$ cat src/rtl/dffram_bist_pkg.sv
// dffram_bist_pkg -- shared types and constants for the DFFRAM March C- BIST.
//
// Contents:
//   state_t       controller FSM states
//   march_elem_t  descriptor of one march element (direction, op count,
//                 per-op read/write kind, per-op data background, lane walk)
//   MARCH_TABLE   constant element table, executed in index order
//   NUM_ELEM      number of table entries used in this build
//   op_state      maps an element/op pair onto the FSM state issuing it
//
// Build option: DFFRAM_BIST_BYTE_EN appends the byte-lane walk element E6.
package dffram_bist_pkg;

  typedef enum logic [2:0] {
    ST_IDLE  = 3'd0,
    ST_WRITE = 3'd1,
    ST_READ  = 3'd2,
    ST_WAIT  = 3'd3,
    ST_DONE  = 3'd4
  } state_t;

  typedef struct packed {
    logic       up;         // 1: addresses 0..N-1, 0: N-1..0
    logic       two_ops;    // element has a second op per address
    logic       lane_walk;  // repeat the op pair once per byte lane
    logic [1:0] is_write;   // bit i set: op i is a write
    logic [1:0] data_ones;  // bit i set: op i uses the all-ones background
  } march_elem_t;

  localparam int ELEM_W = 3;

  // The lane-walk entry is always present; NUM_ELEM decides whether the
  // controller ever reaches it.
  localparam march_elem_t MARCH_TABLE [7] = '{
    '{up: 1'b1, two_ops: 1'b0, lane_walk: 1'b0, is_write: 2'b01, data_ones: 2'b00}, // E0 up   (w0)
    '{up: 1'b1, two_ops: 1'b1, lane_walk: 1'b0, is_write: 2'b10, data_ones: 2'b10}, // E1 up   (r0,w1)
    '{up: 1'b1, two_ops: 1'b1, lane_walk: 1'b0, is_write: 2'b10, data_ones: 2'b01}, // E2 up   (r1,w0)
    '{up: 1'b0, two_ops: 1'b1, lane_walk: 1'b0, is_write: 2'b10, data_ones: 2'b10}, // E3 down (r0,w1)
    '{up: 1'b0, two_ops: 1'b1, lane_walk: 1'b0, is_write: 2'b10, data_ones: 2'b01}, // E4 down (r1,w0)
    '{up: 1'b1, two_ops: 1'b0, lane_walk: 1'b0, is_write: 2'b00, data_ones: 2'b00}, // E5 up   (r0)
    '{up: 1'b1, two_ops: 1'b1, lane_walk: 1'b1, is_write: 2'b01, data_ones: 2'b11}  // E6 up   lane walk (w1,r)
  };

`ifdef DFFRAM_BIST_BYTE_EN
  localparam int NUM_ELEM = 7;
`else
  localparam int NUM_ELEM = 6;
`endif

  function automatic state_t op_state(input march_elem_t e, input logic op);
    return e.is_write[op] ? ST_WRITE : ST_READ;
  endfunction

endpackage

$ cat src/rtl/dffram_bist_addr_gen.sv
// dffram_bist_addr_gen -- up/down word address counter for the march engine.
//
// Ports:
//   CLK, RST   clock, asynchronous active-high reset (address returns to 0)
//   load       load the start address of a new element
//   load_up    direction of the element being loaded (start at 0 or N-1)
//   step       advance one address in direction 'up'
//   up         direction of the element currently running
//   addr       current word address
//   last       addr is the final address of the current direction
module dffram_bist_addr_gen #(
  parameter int AWIDTH = 9
) (
  input  logic              CLK,
  input  logic              RST,
  input  logic              load,
  input  logic              load_up,
  input  logic              step,
  input  logic              up,
  output logic [AWIDTH-1:0] addr,
  output logic              last
);

  logic [AWIDTH-1:0] addr_q, addr_d;

  always_comb begin
    addr_d = addr_q;
    if (load) begin
      addr_d = load_up ? '0 : '1;
    end else if (step) begin
      addr_d = up ? addr_q + AWIDTH'(1) : addr_q - AWIDTH'(1);
    end
  end

  // NOTE: state flops use non-blocking assignments so every flop samples
  // the pre-edge value of its neighbours, independent of block order.
  always_ff @(posedge CLK or posedge RST) begin
    if (RST) addr_q <= '0;
    else     addr_q <= addr_d;
  end

  assign addr = addr_q;
  assign last = up ? (addr_q == '1) : (addr_q == '0);

endmodule

$ cat src/rtl/dffram_bist.sv
// dffram_bist -- March C- built-in self-test controller for one DFFRAM port.
//
// Runs E0 up(w0); E1 up(r0,w1); E2 up(r1,w0); E3 down(r0,w1); E4 down(r1,w0);
// E5 up(r0) over every word, aborting on the first read mismatch.
// Build option: DFFRAM_BIST_BYTE_EN appends E6, a per-address byte-lane
// walk (write all-ones with one lane enabled, then read back).
//
// Parameters: WSIZE byte lanes per word, AWIDTH word address width,
//             RD_LAT cycles from read issue to valid Do0 (>= 1).
// Ports:
//   CLK, RST          clock, asynchronous active-high reset
//   start             begins a run when sampled in IDLE
//   busy              run in progress (op states)
//   done              one-cycle end-of-run pulse
//   pass              result of the last completed run
//   fail_addr/data    address and read data of the first mismatch
//   EN0/WE0/A0/Di0    RAM command outputs
//   Do0               RAM read data
module dffram_bist
  import dffram_bist_pkg::*;
#(
  parameter int WSIZE  = 4,
  parameter int AWIDTH = 9,
  parameter int RD_LAT = 1
) (
  input  logic                 CLK,
  input  logic                 RST,
  input  logic                 start,
  output logic                 busy,
  output logic                 done,
  output logic                 pass,
  output logic [AWIDTH-1:0]    fail_addr,
  output logic [WSIZE*8-1:0]   fail_data,
  output logic                 EN0,
  output logic [WSIZE-1:0]     WE0,
  output logic [AWIDTH-1:0]    A0,
  output logic [WSIZE*8-1:0]   Di0,
  input  logic [WSIZE*8-1:0]   Do0
);

  localparam int DW     = WSIZE * 8;
  localparam int LANE_W = (WSIZE > 1) ? $clog2(WSIZE) : 1;
  localparam int WAIT_W = (RD_LAT > 1) ? $clog2(RD_LAT) : 1;
  localparam logic [ELEM_W-1:0] LAST_ELEM = ELEM_W'(NUM_ELEM - 1);
  localparam logic [LANE_W-1:0] LAST_LANE = LANE_W'(WSIZE - 1);

  state_t              state_q, state_d;
  logic [ELEM_W-1:0]   elem_q, elem_d;
  logic                op_q, op_d;
  logic [LANE_W-1:0]   lane_q, lane_d;
  logic [WAIT_W-1:0]   wait_q, wait_d;
  logic                pass_q, pass_d;
  logic [AWIDTH-1:0]   fail_addr_q, fail_addr_d;
  logic [DW-1:0]       fail_data_q, fail_data_d;
  logic [DW-1:0]       di_q, di_d;

  logic                addr_load, addr_load_up, addr_step, addr_last, advance;
  logic [AWIDTH-1:0]   addr;
  march_elem_t         cur_elem;
  logic [DW-1:0]       wr_data, exp_data;
  logic [WSIZE-1:0]    wr_mask;

  dffram_bist_addr_gen #(.AWIDTH(AWIDTH)) u_addr_gen (
    .CLK     (CLK),
    .RST     (RST),
    .load    (addr_load),
    .load_up (addr_load_up),
    .step    (addr_step),
    .up      (cur_elem.up),
    .addr    (addr),
    .last    (addr_last)
  );

  // Data path of the current op. In the lane walk the expected word grows
  // one byte of ones per lane written so far (lanes 0..lane_q).
  always_comb begin
    cur_elem = MARCH_TABLE[elem_q];
    wr_data  = cur_elem.data_ones[op_q] ? {DW{1'b1}} : {DW{1'b0}};
    wr_mask  = cur_elem.lane_walk ? (WSIZE'(1) << lane_q) : {WSIZE{1'b1}};
    for (int b = 0; b < WSIZE; b++) begin
      exp_data[b*8 +: 8] = (cur_elem.lane_walk ? (b <= int'(lane_q))
                                               : cur_elem.data_ones[op_q]) ? 8'hFF : 8'h00;
    end
  end

  always_comb begin
    // NOTE: defaults first -- every path assigns every signal, so no latches.
    state_d      = state_q;
    elem_d       = elem_q;
    op_d         = op_q;
    lane_d       = lane_q;
    wait_d       = wait_q;
    pass_d       = pass_q;
    fail_addr_d  = fail_addr_q;
    fail_data_d  = fail_data_q;
    di_d         = di_q;
    addr_load    = 1'b0;
    addr_load_up = 1'b1;
    addr_step    = 1'b0;
    advance      = 1'b0;

    case (state_q)
      ST_IDLE: begin
        if (start) begin
          pass_d       = 1'b0;
          fail_addr_d  = '0;
          fail_data_d  = '0;
          elem_d       = '0;
          op_d         = 1'b0;
          lane_d       = '0;
          addr_load    = 1'b1;
          addr_load_up = MARCH_TABLE[0].up;
          state_d      = op_state(MARCH_TABLE[0], 1'b0);
        end
      end
      ST_WRITE: begin
        di_d    = wr_data;
        advance = 1'b1;
      end
      ST_READ: begin
        wait_d  = WAIT_W'(RD_LAT - 1);
        state_d = ST_WAIT;
      end
      ST_WAIT: begin
        if (wait_q != '0) begin
          wait_d = wait_q - WAIT_W'(1);
        end else if (Do0 != exp_data) begin
          fail_addr_d = addr;
          fail_data_d = Do0;
          pass_d      = 1'b0;
          state_d     = ST_DONE;
        end else begin
          advance = 1'b1;
        end
      end
      ST_DONE: state_d = ST_IDLE;
      default: state_d = ST_IDLE;
    endcase

    // Sequencing order: next op of this address, next lane, next address,
    // next element, end of run.
    if (advance) begin
      if (cur_elem.two_ops && !op_q) begin
        op_d    = 1'b1;
        state_d = op_state(cur_elem, 1'b1);
      end else if (cur_elem.lane_walk && lane_q != LAST_LANE) begin
        op_d    = 1'b0;
        lane_d  = lane_q + LANE_W'(1);
        state_d = op_state(cur_elem, 1'b0);
      end else if (!addr_last) begin
        op_d      = 1'b0;
        lane_d    = '0;
        addr_step = 1'b1;
        state_d   = op_state(cur_elem, 1'b0);
      end else if (elem_q != LAST_ELEM) begin
        op_d         = 1'b0;
        lane_d       = '0;
        elem_d       = elem_q + ELEM_W'(1);
        addr_load    = 1'b1;
        addr_load_up = MARCH_TABLE[elem_q + ELEM_W'(1)].up;
        state_d      = op_state(MARCH_TABLE[elem_q + ELEM_W'(1)], 1'b0);
      end else begin
        pass_d  = 1'b1;
        state_d = ST_DONE;
      end
    end
  end

  always_ff @(posedge CLK or posedge RST) begin
    if (RST) begin
      state_q     <= ST_IDLE;
      elem_q      <= '0;
      op_q        <= 1'b0;
      lane_q      <= '0;
      wait_q      <= '0;
      pass_q      <= 1'b0;
      fail_addr_q <= '0;
      fail_data_q <= '0;
      di_q        <= '0;
    end else begin
      state_q     <= state_d;
      elem_q      <= elem_d;
      op_q        <= op_d;
      lane_q      <= lane_d;
      wait_q      <= wait_d;
      pass_q      <= pass_d;
      fail_addr_q <= fail_addr_d;
      fail_data_q <= fail_data_d;
      di_q        <= di_d;
    end
  end

  // RAM strobes are decoded from the state register so an asynchronous
  // reset removes them immediately; Di0 holds the last written word.
  assign busy      = (state_q == ST_WRITE) || (state_q == ST_READ) || (state_q == ST_WAIT);
  assign done      = (state_q == ST_DONE);
  assign pass      = pass_q;
  assign fail_addr = fail_addr_q;
  assign fail_data = fail_data_q;
  assign EN0       = (state_q == ST_WRITE) || (state_q == ST_READ);
  assign WE0       = (state_q == ST_WRITE) ? wr_mask : '0;
  assign A0        = addr;
  assign Di0       = (state_q == ST_WRITE) ? wr_data : di_q;

endmodule

$ cat config.mk
export PLATFORM = sky130hd
export DESIGN_NAME = dffram_bist
export DESIGN_NICKNAME = d
export VERILOG_FILES = /design/src/rtl/dffram_bist_pkg.sv /design/src/rtl/dffram_bist_addr_gen.sv /design/src/rtl/dffram_bist.sv
export SDC_FILE = /design/constraint.sdc
export NUM_CORES = 1
export LEC_CHECK = 0
export BUFFER_PORTS_ARGS = -buffer_cell sky130_fd_sc_hd__buf_2
export CAP_MARGIN = 20
export CORE_UTILIZATION = 40
export CTS_BUF_LIST = sky130_fd_sc_hd__clkbuf_2
export CTS_CLUSTER_DIAMETER = 40
export DETAILED_ROUTE_END_ITERATION = 6
export PLACE_DENSITY = 0.66
export SKIP_CTS_REPAIR_TIMING = 1
export SYNTH_ARGS = -nofsm -noshare
export SYNTH_HDL_FRONTEND = slang
export SYNTH_SLANG_ARGS = --single-unit
export TNS_END_PERCENT = 10
$ cat constraint.sdc
create_clock -name CLK -period 2.9 [get_ports CLK]
set_input_delay 0.29 -clock CLK [delete_from_list [all_inputs] [get_ports CLK]]
set_output_delay 0.29 -clock CLK [all_outputs]
set_load 0.02 [all_outputs]
# Yosys cells after proc, flatten, opt, wreduce, memory -nomap -nowiden

Memory sizes are Yosys's and may differ from the RTL's.
Cells that the tools add are included.

Memories: 2
Logic and storage cells: 147
Memory bits (read-only): 112
Output and inout bits: 90
Register bits after elaboration: 93
Input bits: 35

Memory list:

| name            | words | width | read ports | clocked after memory_dff | write ports | line               | text |
|---|---|---|---|---|---|---|---|
| (no name shown) | 8     | 7     | 1          | 0                        | 0           | dffram_bist.sv:161 | `state_d = op_state(MARCH_TABLE[elem_q + ELEM_W'(1)], 1'b0);` |
| (no name shown) | 8     | 7     | 1          | 0                        | 0           | dffram_bist.sv:77  | `cur_elem = MARCH_TABLE[elem_q];` |

Muxes and demuxes: 94
Shift operators: 1
Reductions and logical operators: 12
Eq/ne operators: 15
$add $sub $neg: 5
Bitwise gates (word level): 2
Magnitude comparators: 6

Operator list:

| operator                                                  | number |
|---|---|
| 2-to-1 mux 32 bit                                         | 5 |
| case mux 32 bit (2 select lines)                          | 1 |
| 2-to-1 mux 9 bit                                          | 7 |
| 2-to-1 mux 3 bit                                          | 15 |
| 2-to-1 mux 1 bit                                          | 41 |
| 2-to-1 mux 8 bit                                          | 4 |
| inequality test 32 bit                                    | 1 |
| 2-to-1 mux 7 bit                                          | 4 |
| 2-to-1 mux 2 bit                                          | 10 |
| case mux 9 bit (2 select lines)                           | 1 |
| inequality test 3 bit (second input constant)             | 4 |
| case mux 3 bit (4 select lines)                           | 1 |
| inequality test 2 bit (second input constant)             | 5 |
| adder 9 x 1 -> 9 bit (second input constant)              | 1 |
| == test 9 bit (second input constant)                     | 1 |
| logical NOT 9 bit                                         | 1 |
| subtractor 9 x 1 -> 9 bit (second input constant)         | 1 |
| greater-or-equal comparator 4 bit (second input constant) | 2 |
| 2-to-1 mux 4 bit                                          | 2 |
| inverter 3 -> 4 bit                                       | 2 |
| AND reduction 4 bit                                       | 2 |
| == test 3 x 2 -> 1 bit (second input constant)            | 2 |
| case mux 1 bit (2 select lines)                           | 3 |
| nonzero test 2 bit                                        | 3 |
| 13 further kinds                                          | 16 |

# Longest topological paths before layout

Depth after elaboration: 17
Depth in mapped cells: 13
Gate-level depth less buffers: 13

# By module

A second synthesis with hierarchy kept.

Cell total of the unflattened synthesis: 481
Area, all modules: 4825.9 sq um

Modules (own cells, without submodules):

| module               | cells each | times used | sequential area each (sq um) | area an instance (sq um) |
|---|---|---|---|---|
| dffram_bist          | 392        | 1          | 2077.0                       | 4050.1 |
| dffram_bist_addr_gen | 89         | 1          | 225.2                        | 775.7 |

# Least setup slack after synthesis

OpenSTA, ideal clock, no wires.

Path kind: reg-to-reg
Start point: register elem_q[1]
End point: register u_addr_gen.addr_q[8] (netlist: u_addr_gen.addr[8])
Stages on the path, launching flop included: 14
Path buffers: 0
Clock period less this slack: 2.943 ns
Data arrival time: 2.819 ns
Library setup time: 0.124 ns
Setup slack: -0.043 ns
Path through: dfrtp_1 inv_1 ha_1 mux2i_1 inv_1 ha_1 nor2b_1 o21ai_0 nand2b_1 a31oi_1 a21oi_1 xnor2_1 nor3b_1 a211o_1

Cells in the longest elaborated chain, start to end: 15
Elaborated cells on any way between the ends: 46
Classes of those cells: add/sub (1); eq/ne (2); mux (36); bitwise (2); reduce/logical (3); memory (2)

RTL lines:

| item                                                 | line                       | text |
|---|---|---|
| start, declared                                      | dffram_bist.sv:48          | `logic [ELEM_W-1:0] elem_q, elem_d;` |
| start signal, assigned                               | dffram_bist.sv:182         | `elem_q <= elem_d;` |
| inverter 3 -> 4 bit (implied by the code)            | dffram_bist.sv:77          |  |
| memory read (8 x 7 bit)                              | --                         |  |
| 2-to-1 mux 7 bit (implied by the code) (2 in series) | dffram_bist.sv:77          |  |
| 2-to-1 mux 1 bit (implied by the code) (2 in series) | dffram_bist.sv:82          | `: cur_elem.data_ones[op_q]) ? 8'hFF : 8'h00;` |
| 2-to-1 mux 1 bit                                     | dffram_bist.sv:81          | `exp_data[b*8 +: 8] = (cur_elem.lane_walk ? (b <= int'(lane_q))` |
| 2-to-1 mux 8 bit                                     | dffram_bist.sv:82          |  |
| inequality test 32 bit                               | dffram_bist.sv:127         | `end else if (Do0 != exp_data) begin` |
| 2-to-1 mux 1 bit                                     | dffram_bist.sv:127         |  |
| 2-to-1 mux 1 bit                                     | dffram_bist.sv:125         | `if (wait_q != '0) begin` |
| case mux 1 bit (2 select lines)                      | dffram_bist.sv:102         | `case (state_q)` |
| 2-to-1 mux 1 bit                                     | dffram_bist.sv:142         | `if (advance) begin` |
| 2-to-1 mux 9 bit                                     | dffram_bist_addr_gen.sv:29 | `addr_d = load_up ? '0 : '1;` |
| 2-to-1 mux 9 bit                                     | dffram_bist_addr_gen.sv:28 | `if (load) begin` |
| end signal, assigned                                 | dffram_bist_addr_gen.sv:39 | `else addr_q <= addr_d;` |
| end, declared                                        | dffram_bist_addr_gen.sv:24 | `logic [AWIDTH-1:0] addr_q, addr_d;` |

Parallel ways exist; a longest one is shown, timed or not. The select of a mux whose other input is x is not followed.
A chain may end at the register's enable or synchronous reset.

# Worst setup path in the final report

Start point: register elem_q[0]
End point: register elem_q[2]

Cells in the longest elaborated chain, start to end: 13
Elaborated cells on any way between the ends: 28
Classes of those cells: add/sub (1); eq/ne (2); mux (21); bitwise (1); reduce/logical (2); memory (1)

RTL lines:

| item                                                 | line |
|---|---|
| inverter 3 -> 4 bit (implied by the code)            | dffram_bist.sv:77 |
| memory read (8 x 7 bit)                              | -- |
| 2-to-1 mux 7 bit (implied by the code) (2 in series) | dffram_bist.sv:77 |
| 2-to-1 mux 1 bit (implied by the code) (2 in series) | dffram_bist.sv:82 |
| 2-to-1 mux 1 bit                                     | dffram_bist.sv:81 |
| 2-to-1 mux 8 bit                                     | dffram_bist.sv:82 |
| inequality test 32 bit                               | dffram_bist.sv:127 |
| 2-to-1 mux 1 bit                                     | dffram_bist.sv:127 |
| 2-to-1 mux 1 bit                                     | dffram_bist.sv:125 |
| case mux 1 bit (2 select lines)                      | dffram_bist.sv:102 |
| 2-to-1 mux 3 bit *                                   | dffram_bist.sv:142 |
| net elem_d[2]                                        | dffram_bist.sv:48 |

The timed path passes the listed nets; every way through them passes the cells marked *. The select of a mux whose other input is x is not followed.

==> results.cfg <==
[floorplanning]
die_area_mm2 = 0.0118
rows = 38
pin_count = 125
chipWidth_um = 109
initial_core_util = 0.416
coreArea_mm2 = 0.0109
die_h_um = 109

[sta]
hold_ws_ns = 0.285
fmax_mhz = 355
slew_headroom = 0.517
rsz0062_at_grt = yes
period_needed_ns = 2.82
setup_viol = 0
fin_ws_ns = 0.0792
finalHoldViolCount = 0
finalCritPeriodShare = 0.973
tightest_slew_ns = 0.724
slew_violations = 0
fin_skew_ns = 0.0350

[placement]
dp_worst_setup_slack_ns = 0.00758
portBuffers = 124
hpwl_um = 7970
gp_congestion = 0.880
dpl.cell_count = 751

[logic_synthesis]
ys_seq_elements = 92
async_reset_ff_frac = 1.00
yosysTopAreaCell = dfrtp_1
post-synth-top-area-fraction = 0.506
synthCells = 498
ys_top_cells_by_area = dfrtp_1, nand2_1, nor2_1
syn_avg_cell_area_um2 = 9.13
synth.distinct_cells = 55
synth_area_mm2 = 0.00455
yosysSeqAreaShare = 0.506
yosysWarnings = 0
synth_edf_count = 0
synth_top_flop_cell = dfrtp_1
syn_nets = 553

[setup_path]
max_stage_delay_ns = 0.51
crit_cells = 10
reg2reg_depth = 10
cp_data_required_time_ns = 3.44
crit_path_max_fanout = 7
reg2reg_to = elem_q[2]
critPathBufInv = 2
end_kind = register
critPathSlowestCell = dfrtp_2
cp_top_family = compound AO/OA/AOI/OAI gates
cpMostUsedCell = buf_4
regToRegStartpoint = elem_q[0]
cp-start-kind = register
ff2ff_setup_slack_ns = 0.08
cp.arrival_ns = 3.36
path_class = reg2reg
crit_chain = buf_4, ha_2, and2_4, o311ai_4, a22oi_2, nor4_4, a41oi_2, buf_4, or3_1, a31oi_1

[pwr]
power_mw = 6.75
switchingPower_mw = 3.29
p_comb_frac = 0.603
power_frac_seq = 0.314
clockPowerShare = 0.083
power.density_mw_per_mm2 = 1120
p_int_mw = 3.46
p_sw_frac = 0.487
peakVddDrop_mv = 0.683
p_leak_nw = 2.89

[outcome]
outcome = complete, no violations

[detailed_routing]
antenna_left = 0
drt_wl_total_um = 12000
dr_total_vias = 4188
via_per_inst = 5.18
avgRoutedWirePerCell_um = 14.9
detailedRoute.firstPassIterationCount = 5
drt_iter0_markers = 298
drc = 0

[clock_tree]
clk_latency_ns = 0.58
cts_tree = done
cts_max_path_buffers = 2
clkSlewWorstSetupHoldPaths_ns = 0.26
cts_sinks = 92
htreeDepth = 3
cts_buffers = 9
cts_root_buffer = clkbuf_2

[grt]
antenna_found_initial = 1
grt_usage = 0.192
grt_max_degree = 66
first_global_vias = 3627
grt_pass1_wl_um = 17500
grt-ovfl-total = 0

[final_layout]
fin_cells = 808
drive_above_1_share = 0.295
fin_nets = 717
post-route-util = 0.553
syn_to_final_growth_pct = 32.9

[worst_hold_path]
hold_path.class = in2async

[run]
cap_violations = 0
## registers in the layout, indices dropped and copies added, names as in the netlist
register	flops
fail_data	32
di_q	32
fail_addr	9
u_addr_gen.addr	9
lane_q	2
state_q	3
op_q	1
elem_q	3
pass	1
## cell usage in the layout, fill, tap and decap left out, drive strengths merged, types with 6 or more instances in the layout
cell,synthesis,final
buf,17,145
nand2,98,98
dfrtp,92,92
nor2,84,84
o21ai,53,53
dlygate4sd3,0,34
ha,19,19
nor4,12,12
inv,12,12
clkbuf,10,11
nand4,9,9
and2,7,7
a21oi,7,7
o22a,6,6
xnor2,6,6
## layout make-up
cell class / instances / area (um^2)
flip-flops and latches: 92 / 2300
diodes: 1 / 2.50
clock inverters: 6 / 40.0
multi-input cells: 367 / 2160
inverters: 12 / 46.3
repair buffers: 180 / 1260
well taps: 140 / 175
clock buffers: 10 / 50.0
fillers: 987 / 4890
## kinds of logic (layout without fill, tap and decap cells)
logic type / after synthesis / after routing / synth area share
DFF: 92 / 92 / 0.506
adders and majority gates: 20 / 20 / 0.0567
other: 0 / 1 / 0
AOI/OAI and AO/OA: 100 / 100 / 0.145
xor gates and xnor gates: 8 / 8 / 0.0154
muxes: 2 / 2 / 0.00440
buffers and inverters: 39 / 208 / 0.0388
and+or+nand+nor: 237 / 237 / 0.233
## power by group through the flow
stage               Combinational (mW)  Clock [mW]  Sequential (mW)
floorplan                         2.13           0             2.44
global placement                  3.56           0             2.13
global route                      4.42       0.638             2.19
CTS                               3.63       0.586             2.12
finish                            4.07       0.561             2.12
detailed placement                3.62           0             2.15
## worst max-delay path by stage
stage	from	to
2_1_floorplan	elem_q[1]	u_addr_gen.addr[8]
3_3_place_gp	elem_q[0]	u_addr_gen.addr[8]
3_5_place_dp	elem_q[0]	u_addr_gen.addr[8]
4_1_cts	elem_q[1]	Di0[11]
5_1_grt	elem_q[1]	lane_q[0]
6_report	elem_q[0]	elem_q[2]
## Yosys cell counts (7+ instances only)
cell type / n
nand2_1: 96
o21ai_1: 21
o21ai_0: 32
dfrtp_1: 92
nor4_1: 11
nand4_1: 9
buf_2: 12
a21oi_1: 7
inv_1: 12
ha_1: 19
nor2_1: 84
clkbuf_1: 10
## layer usage
| metal | up-vias | track usage | part of all wire |
|---|---|---|---|
| met5 | - | 0 | 0 |
| met1 | 2019 | 0.252 | 0.44 |
| met3 | 17 | 0.0464 | 0.052 |
| met4 | 0 | 0.0743 | 0.020 |
| li1 | 2021 | - | - |
| met2 | 131 | 0.304 | 0.49 |
## worst min-delay path: stages
cell and delay, ns:
dlygate4sd3_1 0.52, buf_2 0.12, clkinv_2 0.47
## stage by stage
stage,instance area [um^2],setup TNS [ns]
CTS,5460,-14.81
global route,6040,-1.43
floorplan,4550,0
global placement,5370,0
detailed placement,5370,0
finish,6040,0
(Power assumes the default switching activity.)
